File: src/rtl/score_digit_scheduler_pkg.sv
// Shared types for the score digit scheduler: converter states, BCD digit type, clamp helper.
// Latency: n/a (types and constant functions only).
// Backpressure: n/a.
package score_digit_scheduler_pkg;

    typedef enum logic [1:0] {
        ST_IDLE,
        ST_SHIFT,
        ST_DONE
    } conv_state_t;

    typedef logic [3:0] bcd_digit_t;

    // Largest value representable in n decimal digits.
    function automatic int unsigned pow10_minus1(input int unsigned n);
        int unsigned p;
        p = 1;
        for (int unsigned i = 0; i < n; i++) begin
            p = p * 10;
        end
        return p - 1;
    endfunction

endpackage

File: src/rtl/score_digit_scheduler_if.sv
// Score load, beam position and sprite-facing outputs of the score digit scheduler.
// Latency: n/a (signal bundle).
// Backpressure: none; busy_out is advisory only.
interface score_digit_scheduler_if
    import score_digit_scheduler_pkg::*;
#(
    parameter int SCORE_WIDTH = 14
);
    logic [SCORE_WIDTH-1:0] score_in;
    logic                   score_valid_in;
    logic [10:0]            x_in;
    logic [10:0]            hcount_in;
    logic [9:0]             vcount_in;
    bcd_digit_t             number_out;
    logic [10:0]            digit_x_out;
    logic [10:0]            hcount_out;
    logic [9:0]             vcount_out;
    logic                   blank_out;
    logic                   busy_out;

    modport master (
        output score_in, score_valid_in, x_in, hcount_in, vcount_in,
        input  number_out, digit_x_out, hcount_out, vcount_out, blank_out, busy_out
    );

    modport slave (
        input  score_in, score_valid_in, x_in, hcount_in, vcount_in,
        output number_out, digit_x_out, hcount_out, vcount_out, blank_out, busy_out
    );

endinterface

File: src/rtl/score_digit_scheduler_bcd_double_dabble.sv
// Sequential double-dabble binary-to-BCD converter (bcd_double_dabble) with start/done handshake.
// Latency: 1 load cycle + BIN_WIDTH shift cycles, done_o pulses in the following cycle.
// Backpressure: start_i is accepted (start_ack_o) only while idle; it is ignored mid-conversion.
module score_digit_scheduler_bcd_double_dabble
    import score_digit_scheduler_pkg::*;
#(
    parameter int BIN_WIDTH  = 14,
    parameter int NUM_DIGITS = 4
) (
    input  logic                        clk_i,
    input  logic                        rst_n_i,
    input  logic                        start_i,
    input  logic [BIN_WIDTH-1:0]        bin_i,
    output logic                        start_ack_o,
    output logic                        done_o,
    output logic                        busy_o,
    output bcd_digit_t [NUM_DIGITS-1:0] bcd_o
);
    localparam int BCD_W = 4 * NUM_DIGITS;
    localparam int CNT_W = $clog2(BIN_WIDTH + 1);

    conv_state_t          state_q, state_d;
    logic [BIN_WIDTH-1:0] bin_q, bin_d;
    logic [BCD_W-1:0]     bcd_q, bcd_d, adj;
    logic [CNT_W-1:0]     cnt_q, cnt_d;

    always_comb begin
        state_d     = state_q;
        bin_d       = bin_q;
        bcd_d       = bcd_q;
        cnt_d       = cnt_q;
        start_ack_o = 1'b0;
        done_o      = 1'b0;
        adj         = bcd_q;
        for (int i = 0; i < NUM_DIGITS; i++) begin
            if (adj[4*i +: 4] >= 4'd5) begin
                adj[4*i +: 4] = adj[4*i +: 4] + 4'd3;
            end
        end
        case (state_q)
            ST_IDLE: begin
                if (start_i) begin
                    start_ack_o = 1'b1;
                    bin_d       = bin_i;
                    bcd_d       = '0;
                    cnt_d       = '0;
                    state_d     = ST_SHIFT;
                end
            end
            ST_SHIFT: begin
                {bcd_d, bin_d} = {adj[BCD_W-2:0], bin_q, 1'b0};
                cnt_d          = cnt_q + 1'b1;
                if (cnt_q == CNT_W'(BIN_WIDTH - 1)) begin
                    state_d = ST_DONE;
                end
            end
            ST_DONE: begin
                done_o  = 1'b1;
                state_d = ST_IDLE;
            end
            default: state_d = ST_IDLE;
        endcase
    end

    always_ff @(posedge clk_i or negedge rst_n_i) begin
        if (!rst_n_i) begin
            state_q <= ST_IDLE;
            bin_q   <= '0;
            bcd_q   <= '0;
            cnt_q   <= '0;
        end else begin
            state_q <= state_d;
            bin_q   <= bin_d;
            bcd_q   <= bcd_d;
            cnt_q   <= cnt_d;
        end
    end

    assign bcd_o  = bcd_q;
    assign busy_o = (state_q != ST_IDLE);

endmodule

File: src/rtl/score_digit_scheduler.sv
// Time-shares one glyph sprite across NUM_DIGITS score cells; SCORE_LEADING_ZERO_BLANK_EN blanks leading zeros.
// Latency: load to ready SCORE_WIDTH+2 cycles, display at next commit line; cell outputs lag hcount by 1.
// Backpressure: none; a strobe while busy overwrites the pending score, only the latest is converted.
module score_digit_scheduler
    import score_digit_scheduler_pkg::*;
#(
    parameter int NUM_DIGITS  = 4,
    parameter int SCORE_WIDTH = 14,
    parameter int DIGIT_WIDTH = 24,
    parameter int DIGIT_GAP   = 4,
    parameter int COMMIT_LINE = 720
) (
    input  logic                   pixel_clk_in,
    input  logic                   rst_in,
    score_digit_scheduler_if.slave bus
);
    localparam int                PITCH     = DIGIT_WIDTH + DIGIT_GAP;
    localparam int                COL_W     = $clog2(PITCH);
    localparam int                IDX_W     = (NUM_DIGITS > 1) ? $clog2(NUM_DIGITS) : 1;
    localparam int unsigned       MAX_SCORE = pow10_minus1(NUM_DIGITS);
    localparam logic [IDX_W-1:0]  LAST_IDX  = IDX_W'(NUM_DIGITS - 1);

    logic [SCORE_WIDTH-1:0]      pend_q, pend_d, score_clamped;
    logic                        pend_vld_q, pend_vld_d;
    bcd_digit_t [NUM_DIGITS-1:0] rdy_q, rdy_d, disp_q, disp_d, conv_bcd;
    logic                        rdy_vld_q, rdy_vld_d;
    logic                        conv_ack, conv_done, conv_busy, commit_now, lead_blank;
    logic [COL_W-1:0]            col_q, col_d;
    logic [IDX_W-1:0]            idx_q, idx_d;
    logic                        act_q, act_d;
    bcd_digit_t                  number_q, number_d;
    logic [10:0]                 digit_x_q, digit_x_d, hcount_q;
    logic [9:0]                  vcount_q;
    logic                        blank_q, blank_d;

    assign score_clamped = (32'(bus.score_in) > MAX_SCORE) ? SCORE_WIDTH'(MAX_SCORE) : bus.score_in;

    // A strobe in the same cycle the converter consumes the old value keeps the new one pending.
    always_comb begin
        pend_d     = pend_q;
        pend_vld_d = pend_vld_q;
        if (conv_ack) begin
            pend_vld_d = 1'b0;
        end
        if (bus.score_valid_in) begin
            pend_d     = score_clamped;
            pend_vld_d = 1'b1;
        end
    end

    score_digit_scheduler_bcd_double_dabble #(
        .BIN_WIDTH  (SCORE_WIDTH),
        .NUM_DIGITS (NUM_DIGITS)
    ) bcd_double_dabble (
        .clk_i       (pixel_clk_in),
        .rst_n_i     (rst_in),
        .start_i     (pend_vld_q),
        .bin_i       (pend_q),
        .start_ack_o (conv_ack),
        .done_o      (conv_done),
        .busy_o      (conv_busy),
        .bcd_o       (conv_bcd)
    );

    assign commit_now = (bus.hcount_in == 11'd0) && (bus.vcount_in == 10'(COMMIT_LINE)) && rdy_vld_q;

    // A fresh result outranks the commit; it waits for the next frame's commit line.
    always_comb begin
        rdy_d     = rdy_q;
        rdy_vld_d = rdy_vld_q;
        disp_d    = disp_q;
        if (conv_done) begin
            rdy_d     = conv_bcd;
            rdy_vld_d = 1'b1;
        end else if (commit_now) begin
            disp_d    = rdy_q;
            rdy_vld_d = 1'b0;
        end
    end

`ifdef SCORE_LEADING_ZERO_BLANK_EN
    logic [NUM_DIGITS-1:0] lz;
    always_comb begin
        lz    = '0;
        lz[0] = (disp_q[LAST_IDX] == 4'd0);
        for (int i = 1; i < NUM_DIGITS; i++) begin
            lz[i] = lz[i-1] & (disp_q[NUM_DIGITS-1-i] == 4'd0);
        end
        lead_blank = lz[idx_d] & (idx_d != LAST_IDX);
    end
`else
    assign lead_blank = 1'b0;
`endif

    // Outputs are loaded from the next-state index so they line up with hcount_out.
    always_comb begin
        col_d     = col_q;
        idx_d     = idx_q;
        act_d     = act_q;
        number_d  = number_q;
        digit_x_d = digit_x_q;
        blank_d   = blank_q;
        if (bus.hcount_in == bus.x_in) begin
            col_d = '0;
            idx_d = '0;
            act_d = 1'b1;
        end else if (act_q) begin
            if (col_q == COL_W'(PITCH - 1)) begin
                col_d = '0;
                if (idx_q == LAST_IDX) begin
                    act_d = 1'b0;
                end else begin
                    idx_d = idx_q + 1'b1;
                end
            end else begin
                col_d = col_q + 1'b1;
            end
        end
        if (act_d) begin
            number_d  = disp_q[LAST_IDX - idx_d];
            digit_x_d = bus.x_in + 11'(idx_d) * 11'(PITCH);
            blank_d   = lead_blank;
        end
    end

    always_ff @(posedge pixel_clk_in or negedge rst_in) begin
        if (!rst_in) begin
            pend_q     <= '0;
            pend_vld_q <= 1'b0;
            rdy_q      <= '0;
            rdy_vld_q  <= 1'b0;
            disp_q     <= '0;
            col_q      <= '0;
            idx_q      <= '0;
            act_q      <= 1'b0;
            number_q   <= '0;
            digit_x_q  <= '0;
            blank_q    <= 1'b0;
            hcount_q   <= '0;
            vcount_q   <= '0;
        end else begin
            pend_q     <= pend_d;
            pend_vld_q <= pend_vld_d;
            rdy_q      <= rdy_d;
            rdy_vld_q  <= rdy_vld_d;
            disp_q     <= disp_d;
            col_q      <= col_d;
            idx_q      <= idx_d;
            act_q      <= act_d;
            number_q   <= number_d;
            digit_x_q  <= digit_x_d;
            blank_q    <= blank_d;
            hcount_q   <= bus.hcount_in;
            vcount_q   <= bus.vcount_in;
        end
    end

    assign bus.number_out  = number_q;
    assign bus.digit_x_out = digit_x_q;
    assign bus.hcount_out  = hcount_q;
    assign bus.vcount_out  = vcount_q;
    assign bus.blank_out   = blank_q;
    assign bus.busy_out    = conv_busy | pend_vld_q;

endmodule

File: src/flat_wrapper.sv
// flat-port wrapper written by rule: the top's interface ports become plain ports
module score_digit_scheduler_flat import score_digit_scheduler_pkg::*;
#(
    parameter int NUM_DIGITS  = 4,
    parameter int SCORE_WIDTH = 14,
    parameter int DIGIT_WIDTH = 24,
    parameter int DIGIT_GAP   = 4,
    parameter int COMMIT_LINE = 720
)
  (pixel_clk_in, rst_in, bus_score_in, bus_score_valid_in, bus_x_in, bus_hcount_in, bus_vcount_in, bus_number_out, bus_digit_x_out, bus_hcount_out, bus_vcount_out, bus_blank_out, bus_busy_out);
  score_digit_scheduler_if #(.SCORE_WIDTH(SCORE_WIDTH)) bus_i ();
  input  logic pixel_clk_in;
  input  logic rst_in;
  input wire logic [$bits(bus_i.score_in)-1:0] bus_score_in;
  input wire logic [$bits(bus_i.score_valid_in)-1:0] bus_score_valid_in;
  input wire logic [$bits(bus_i.x_in)-1:0] bus_x_in;
  input wire logic [$bits(bus_i.hcount_in)-1:0] bus_hcount_in;
  input wire logic [$bits(bus_i.vcount_in)-1:0] bus_vcount_in;
  output wire logic [$bits(bus_i.number_out)-1:0] bus_number_out;
  output wire logic [$bits(bus_i.digit_x_out)-1:0] bus_digit_x_out;
  output wire logic [$bits(bus_i.hcount_out)-1:0] bus_hcount_out;
  output wire logic [$bits(bus_i.vcount_out)-1:0] bus_vcount_out;
  output wire logic [$bits(bus_i.blank_out)-1:0] bus_blank_out;
  output wire logic [$bits(bus_i.busy_out)-1:0] bus_busy_out;
  assign bus_i.score_in = bus_score_in;
  assign bus_i.score_valid_in = bus_score_valid_in;
  assign bus_i.x_in = bus_x_in;
  assign bus_i.hcount_in = bus_hcount_in;
  assign bus_i.vcount_in = bus_vcount_in;
  assign bus_number_out = bus_i.number_out;
  assign bus_digit_x_out = bus_i.digit_x_out;
  assign bus_hcount_out = bus_i.hcount_out;
  assign bus_vcount_out = bus_i.vcount_out;
  assign bus_blank_out = bus_i.blank_out;
  assign bus_busy_out = bus_i.busy_out;
  score_digit_scheduler #(.NUM_DIGITS(NUM_DIGITS), .SCORE_WIDTH(SCORE_WIDTH), .DIGIT_WIDTH(DIGIT_WIDTH), .DIGIT_GAP(DIGIT_GAP), .COMMIT_LINE(COMMIT_LINE)) u_core (.pixel_clk_in(pixel_clk_in), .rst_in(rst_in), .bus(bus_i));
endmodule
File: config.mk
export PLATFORM = sky130hd
export DESIGN_NAME = score_digit_scheduler_flat
export DESIGN_NICKNAME = d
export VERILOG_FILES = /design/src/rtl/score_digit_scheduler_pkg.sv /design/src/rtl/score_digit_scheduler_if.sv /design/src/rtl/score_digit_scheduler_bcd_double_dabble.sv /design/src/rtl/score_digit_scheduler.sv /design/src/flat_wrapper.sv
export SDC_FILE = /design/constraint.sdc
export NUM_CORES = 1
export LEC_CHECK = 0
export CAP_MARGIN = 10
export CORE_MARGIN = 4
export CORE_UTILIZATION = 40
export DETAILED_ROUTE_END_ITERATION = 8
export PLACE_DENSITY = 0.71
export SLEW_MARGIN = 20
export SYNTH_ARGS = -nofsm -noshare
export SYNTH_HDL_FRONTEND = slang
export SYNTH_SLANG_ARGS = --single-unit
File: constraint.sdc
create_clock -name pixel_clk_in -period 4.3 [get_ports pixel_clk_in]
set_input_delay 1.075 -clock pixel_clk_in [delete_from_list [all_inputs] [get_ports pixel_clk_in]]
set_output_delay 1.075 -clock pixel_clk_in [all_outputs]
set_load 0.1 [all_outputs]
# Yosys cells after proc, flatten, opt, wreduce, memory -nomap -nowiden
# Index checks and enable logic that the tools add are counted.
# W data, S select, Z words.
[classes]
n_addsub = 9
mul = 1
div_mod_pow = 0
n_lt_le_gt_ge = 6
n_eq_ne = 9
shift = 0
muxes = 34
n_bitwise = 2
n_reduce_logical = 12
[op_table]
columns = ["operator", "count"]
rows = [
  ["$pmux W16 S2", 1],
  ["$mux W14", 2],
  ["$pmux W14 S2", 1],
  ["$mux W4", 5],
  ["$ge A4 B3 Y1 const B", 4],
  ["$mux W16", 1],
  ["$mux W5", 3],
  ["$gt A14 B14 Y1 const B", 1],
  ["$add A4 B2 Y4 const B", 3],
  ["$mux W2", 6],
  ["$add A11 B7 Y11", 1],
  ["$eq A11 B11 Y1", 1],
  ["$logic_not A11 Y1", 1],
  ["$mux W1", 11],
  ["$eq A10 B10 Y1 const B", 1],
  ["$reduce_bool A2 Y1", 5],
  ["$bmux W4 S2", 1],
  ["$pmux W4 S2", 1],
  ["$reduce_and A2 Y1", 3],
  ["$add A5 B1 Y5 const B", 1],
  ["$eq A5 B5 Y1 const B", 1],
  ["$mul A2 B3 Y5 const B", 1],
  ["$add A4 B1 Y4 const B", 1],
  ["$eq A2 B2 Y1 const B", 2],
  ["other kinds (14)", 15],
]
[totals]
reg_bits = 128
latch_bits = 0
ram_bits = 0
romBits = 0
input_bits = 49
wordCells = 95
memories = 0

# Depth between registers and ports, before layout
[logic_depth]
ltp_word = 8
ltp_mapped = 15

# Modules after synthesis
# A second synthesis with hierarchy kept.
[hier_totals]
cells_unflattened = 520
area_unflattened_um2 = 5880.6
[modules_own_cells]
columns = ["module", "instances", "cells_per_inst", "area_each_um2", "seq_area_each_um2"]
rows = [
  ["score_digit_scheduler", 1, 337, 4050.1, 2302.2],
  ["score_digit_scheduler_bcd_double_dabble", 1, 183, 1830.5, 900.9],
]

# Worst setup path before layout
# Ideal clock, no wire load.
[synth_timing]
path_kind = "input-to-reg"
start = "in bus_hcount_in[3]"
end = "reg u_core.digit_x_q[10] (netlist: u_core.bus.digit_x_out[10])"
setup_ps = 126
arrival_time_ps = 3530
t_required_ps = 4174
slack_ps = 644
path_stages = 13
n_path_buf = 1
cell_sequence = "xor2_1 nor4_1 and3_1 buf_4 or3_1 ha_1 inv_1 fa_1 nor2b_1 o21ai_0 a211oi_1 xor2_1 mux2_2"
[synth_via]
elab_chain_len = 4
[synth_rtl]
columns = ["element", "line_no", "rtl"]
rows = [
  ["start: declaration", "flat_wrapper.sv:17", "input wire logic [$bits(bus_i.hcount_in)-1:0] bus_hcount_in;"],
  ["$eq A11 B11 Y1 (*)", "score_digit_scheduler.sv:103", "if (bus.hcount_in == bus.x_in) begin"],
  ["$mux W2", "score_digit_scheduler.sv:103", ""],
  ["$mul A2 B3 Y5", "score_digit_scheduler.sv:121", "digit_x_d = bus.x_in + 11'(idx_d) * 11'(PITCH);"],
  ["$add A11 B7 Y11", "score_digit_scheduler.sv:121", ""],
  ["end signal: assignment", "score_digit_scheduler.sv:151", "digit_x_q <= digit_x_d;"],
  ["end: declaration", "score_digit_scheduler.sv:32", "logic [10:0] digit_x_q, digit_x_d, hcount_q;"],
]
# Mark *: on every way between the ends. The rest lies on a longest branch, timed or not.
# A chain may end at the register's enable or synchronous reset.

# Final worst setup path
[layout_timing]
start = "in bus_hcount_in[6]"
end = "reg u_core.digit_x_q[10] (netlist: u_core.bus.digit_x_out[10])"
# Same word-level chain as after synthesis.

==> impl_metrics.tcl <==
set metrics [dict create \
    status "finished, final reports clean" \
    hold_depth 2 \
    cp_num_buf_inv 2 \
    p_leak_nw 3.38 \
    hold_path.class "reg2reg" \
    antenna_found_initial 0 \
    clk_pin_slew_worst_paths_ns 0.06 \
    multiInputGateArea_um2 2380 \
    drc 0 \
    synth_cells 520 \
    cts_tree "built" \
    grt_max_degree 70 \
    nNetsFinal 679 \
    cts.htree.levels 4 \
    cts_resized 0 \
    hold_violations 0 \
    synth.area.top_cells "dfrtp_1 55%, mux2_2 6.8%, ha_1 3.7%" \
    die_area_um2 16500 \
    post_cts_buffers 0 \
    routed_wl_um 12900 \
    cts_hold_buffers 0 \
    worstPathCellList "clkdlybuf4s50_1, xor2_1, nor4_1, and3_1, or3_1, ha_1, inv_1, fa_1, nor2b_1, o21ai_0, a211oi_1, xor2_1, mux2_2" \
    std_cell_rows 43 \
    drive_above_1_share 0.138 \
    min_period_over_period 0.910 \
    fmax_ghz 0.255 \
    core_area_um2 14000 \
    postLayoutCellArea_um2 7550 \
    cp_num_cells 13 \
    cts_buffer_depth 2 \
    synth-edff-count 0 \
    place.gp.congestion 0.853 \
    viasPerCell 5.20 \
    ios 87 \
    numCtsBuffers 17 \
    placed_cell_area_um2 6870 \
    dr.pass1.iters 4 \
    cts-root-buf "clkbuf_16" \
    slowest_delay_ns 0.54 \
    syn_area_um2 5810 \
    post_drt_wl_per_cell_um 16.0 \
    cp-end-kind "flop" \
    setup_viol 0 \
    cp_common_cell "xor2_1" \
    fp.dieH_um 129 \
    syn-num-nets 587 \
    cts_num_sinks 128 \
    arrival_ns 4.22 \
    ff2ff_setup_slack_ns 0.82 \
    grt.total_usage 0.165 \
    syn_avg_cell_area_um2 11.2 \
    synth_top_area_frac 0.551 \
    fillCellCount 1224 \
    grt_pass1_wl_um 21700 \
    area_growth_pct 29.8 \
    final.setup_skew_ns 0.0129 \
    report.final.slew_viol_count 0 \
    drv_cap 0 \
    grt_setup_unrepaired "no" \
    fin_util 0.538 \
    ys_async_sr_fraction 1.00 \
    crit_slowest_cell "clkdlybuf4s50_1" \
    ys_ff_latch 128 \
    critPathMaxFanout 3 \
    drt_iter0_drc 254 \
    reg2regPathDepth 13 \
    start_util 0.414 \
    vias 4186 \
    slew_headroom 0.321 \
    die_w_um 129 \
    synthFlopType "dfrtp_1" \
    fin_crit_ns 3.91 \
    diodes 0 \
    irDropWorstVdd_mv 0.324 \
    final_antenna_net_count 0 \
    ys.warnings.count 0 \
    crit_family "simple AND/OR/NAND/NOR gates" \
    hpwl_um 9160 \
    critPathKind "in2reg" \
    grt_pass1_vias 4531 \
    synth_cell_types 51 \
    power_mw 5.26 \
    seqCellArea_um2 3200 \
    cp.required_ns 4.60 \
    p_per_area_nw_per_um2 697 \
    clkLatencyLatePin_ns 0.42 \
    port_buffers 85 \
    synth_area_leader_cell "dfrtp_1" \
    worst_setup_path_start_kind "primary input" \
    synth_seq_area_share 0.551 \
    worst_pin_slew_ns 1.02 \
    overflow 0 \
]
==> per-layer routing <==
metal,global-route usage,share of wire
met1,0.192,0.43
met2,0.293,0.51
met3,0.0469,0.052
met4,0.0537,0.015
met5,0,0
==> Yosys cell counts, drive strengths merged (3+ instances only) <==
cell and n:
xor2 16, nor4 5, o21ai 35, nand2b 7
nor2b 3, buf 8, and3 4, mux2i 8
clkbuf 16, o31ai 10, nand4 3, a32o 7
xnor2 9, ha 17, a21oi 16, nand2 51
o32ai 3, and2 4, nor3 6, o22ai 6
inv 31, dfrtp 128, o22a 7, a22oi 12
mux2 35, a311o 3, nor2 30, nand3 17
==> cell usage in the layout (no fill, tap or decap), types with 3 or more instances in the layout <==
| cell type | netlist | routed |
|---|---|---|
| a21oi_1 | 15 | 15 |
| a22oi_1 | 12 | 12 |
| a311o_1 | 3 | 3 |
| a32o_1 | 7 | 7 |
| and2_1 | 4 | 4 |
| and3_1 | 4 | 4 |
| buf_4 | 4 | 12 |
| bufinv_16 | 0 | 6 |
| clkbuf_16 | 0 | 17 |
| clkdlybuf4s50_1 | 0 | 84 |
| clkinv_2 | 0 | 3 |
| dfrtp_1 | 128 | 128 |
| ha_1 | 17 | 17 |
| inv_1 | 31 | 31 |
| mux2_2 | 35 | 35 |
| mux2i_1 | 8 | 8 |
| nand2_1 | 51 | 51 |
| nand2b_1 | 7 | 7 |
| nand3_1 | 17 | 17 |
| nand4_1 | 3 | 3 |
| nor2_1 | 29 | 29 |
| nor3_1 | 6 | 6 |
| nor4_1 | 4 | 4 |
| o21ai_0 | 35 | 35 |
| o22a_1 | 7 | 7 |
| o22ai_1 | 6 | 6 |
| o31ai_1 | 10 | 10 |
| o32ai_1 | 3 | 3 |
| xnor2_1 | 9 | 9 |
| xor2_1 | 16 | 16 |
==> power by group <==
group	switching, mW	internal (mW)
combinational	1.21	0.630
clock	0.524	1.10
sequential	0.255	1.54
==> final timing paths <==
| check | from | end |
|---|---|---|
| setup / recovery | bus_hcount_in[6] | u_core.bus.digit_x_out[10] |
| hold / removal | u_core.bcd_double_dabble.bin_q[4] | u_core.bcd_double_dabble.bin_q[4] |
| setup reg to reg | u_core.col_q[0] | u_core.bus.digit_x_out[10] |
| hold reg to reg | u_core.bcd_double_dabble.bin_q[4] | u_core.bcd_double_dabble.bin_q[4] |
| max in group asynchronous | rst_in | u_core.pend_q[2] |
| min in group asynchronous | rst_in | u_core.bus.hcount_out[1] |
==> registers in the layout, summed over array words and instances (netlist names) <==
signal and flops:
u_core.act_q 1, u_core.bcd_double_dabble.bcd_o 16, u_core.bcd_double_dabble.bin_q 14, u_core.bcd_double_dabble.cnt_q 4, u_core.bcd_double_dabble.state_q 2, u_core.bus.digit_x_out 11, u_core.bus.hcount_out 11, u_core.bus.number_out 4
u_core.bus.vcount_out 10, u_core.col_q 5, u_core.disp_q 16, u_core.idx_q 2, u_core.pend_q 14, u_core.pend_vld_q 1, u_core.rdy_q 16, u_core.rdy_vld_q 1
==> per-stage QoR <==
stage                     cells  hold slack, ns  setup TNS (ns)  worst slack, ns
final                       805           0.480               0            0.385
after global routing        805           0.496               0            0.206
after detailed placement    773           0.468         -0.0614          -0.0614
after floorplan             520           0.444               0            0.644
after global placement      773           0.460               0           0.0661
after CTS                   805           0.485               0            0.376
==> cell type report <==
class                   count  area share
well taps                 180      0.0298
clock buffers              18      0.0582
flip-flops and latches    128       0.424
inverters                  31      0.0154
clock inverters            14      0.0313
repair buffers             97       0.126
multi-input cells         337       0.315
==> logic make-up after synthesis <==
logic type / count (synthesis) / synth area share
other: 1 / 0.000645
muxes: 43 / 0.0816
adders and majority gates: 18 / 0.0400
AOI/OAI and AO/OA: 109 / 0.128
buffers and inverters: 55 / 0.0407
and+or+nand+nor: 141 / 0.120
xor gates and xnor gates: 25 / 0.0377
DFF: 128 / 0.551
==> worst register-to-register path: stages, from the launching register on <==
cell      delay [ns]
dfrtp_1         0.41
ha_1            0.24
and2_1          0.22
nand2_1         0.28
nor3_1          0.11
or3_1           0.35
ha_1            0.31
inv_1           0.06
fa_1            0.42
nor2b_1         0.14
o21ai_0         0.14
a211oi_1        0.30
xor2_1          0.11
mux2_2          0.27
Note: power is estimated with default switching activity, not from simulation.
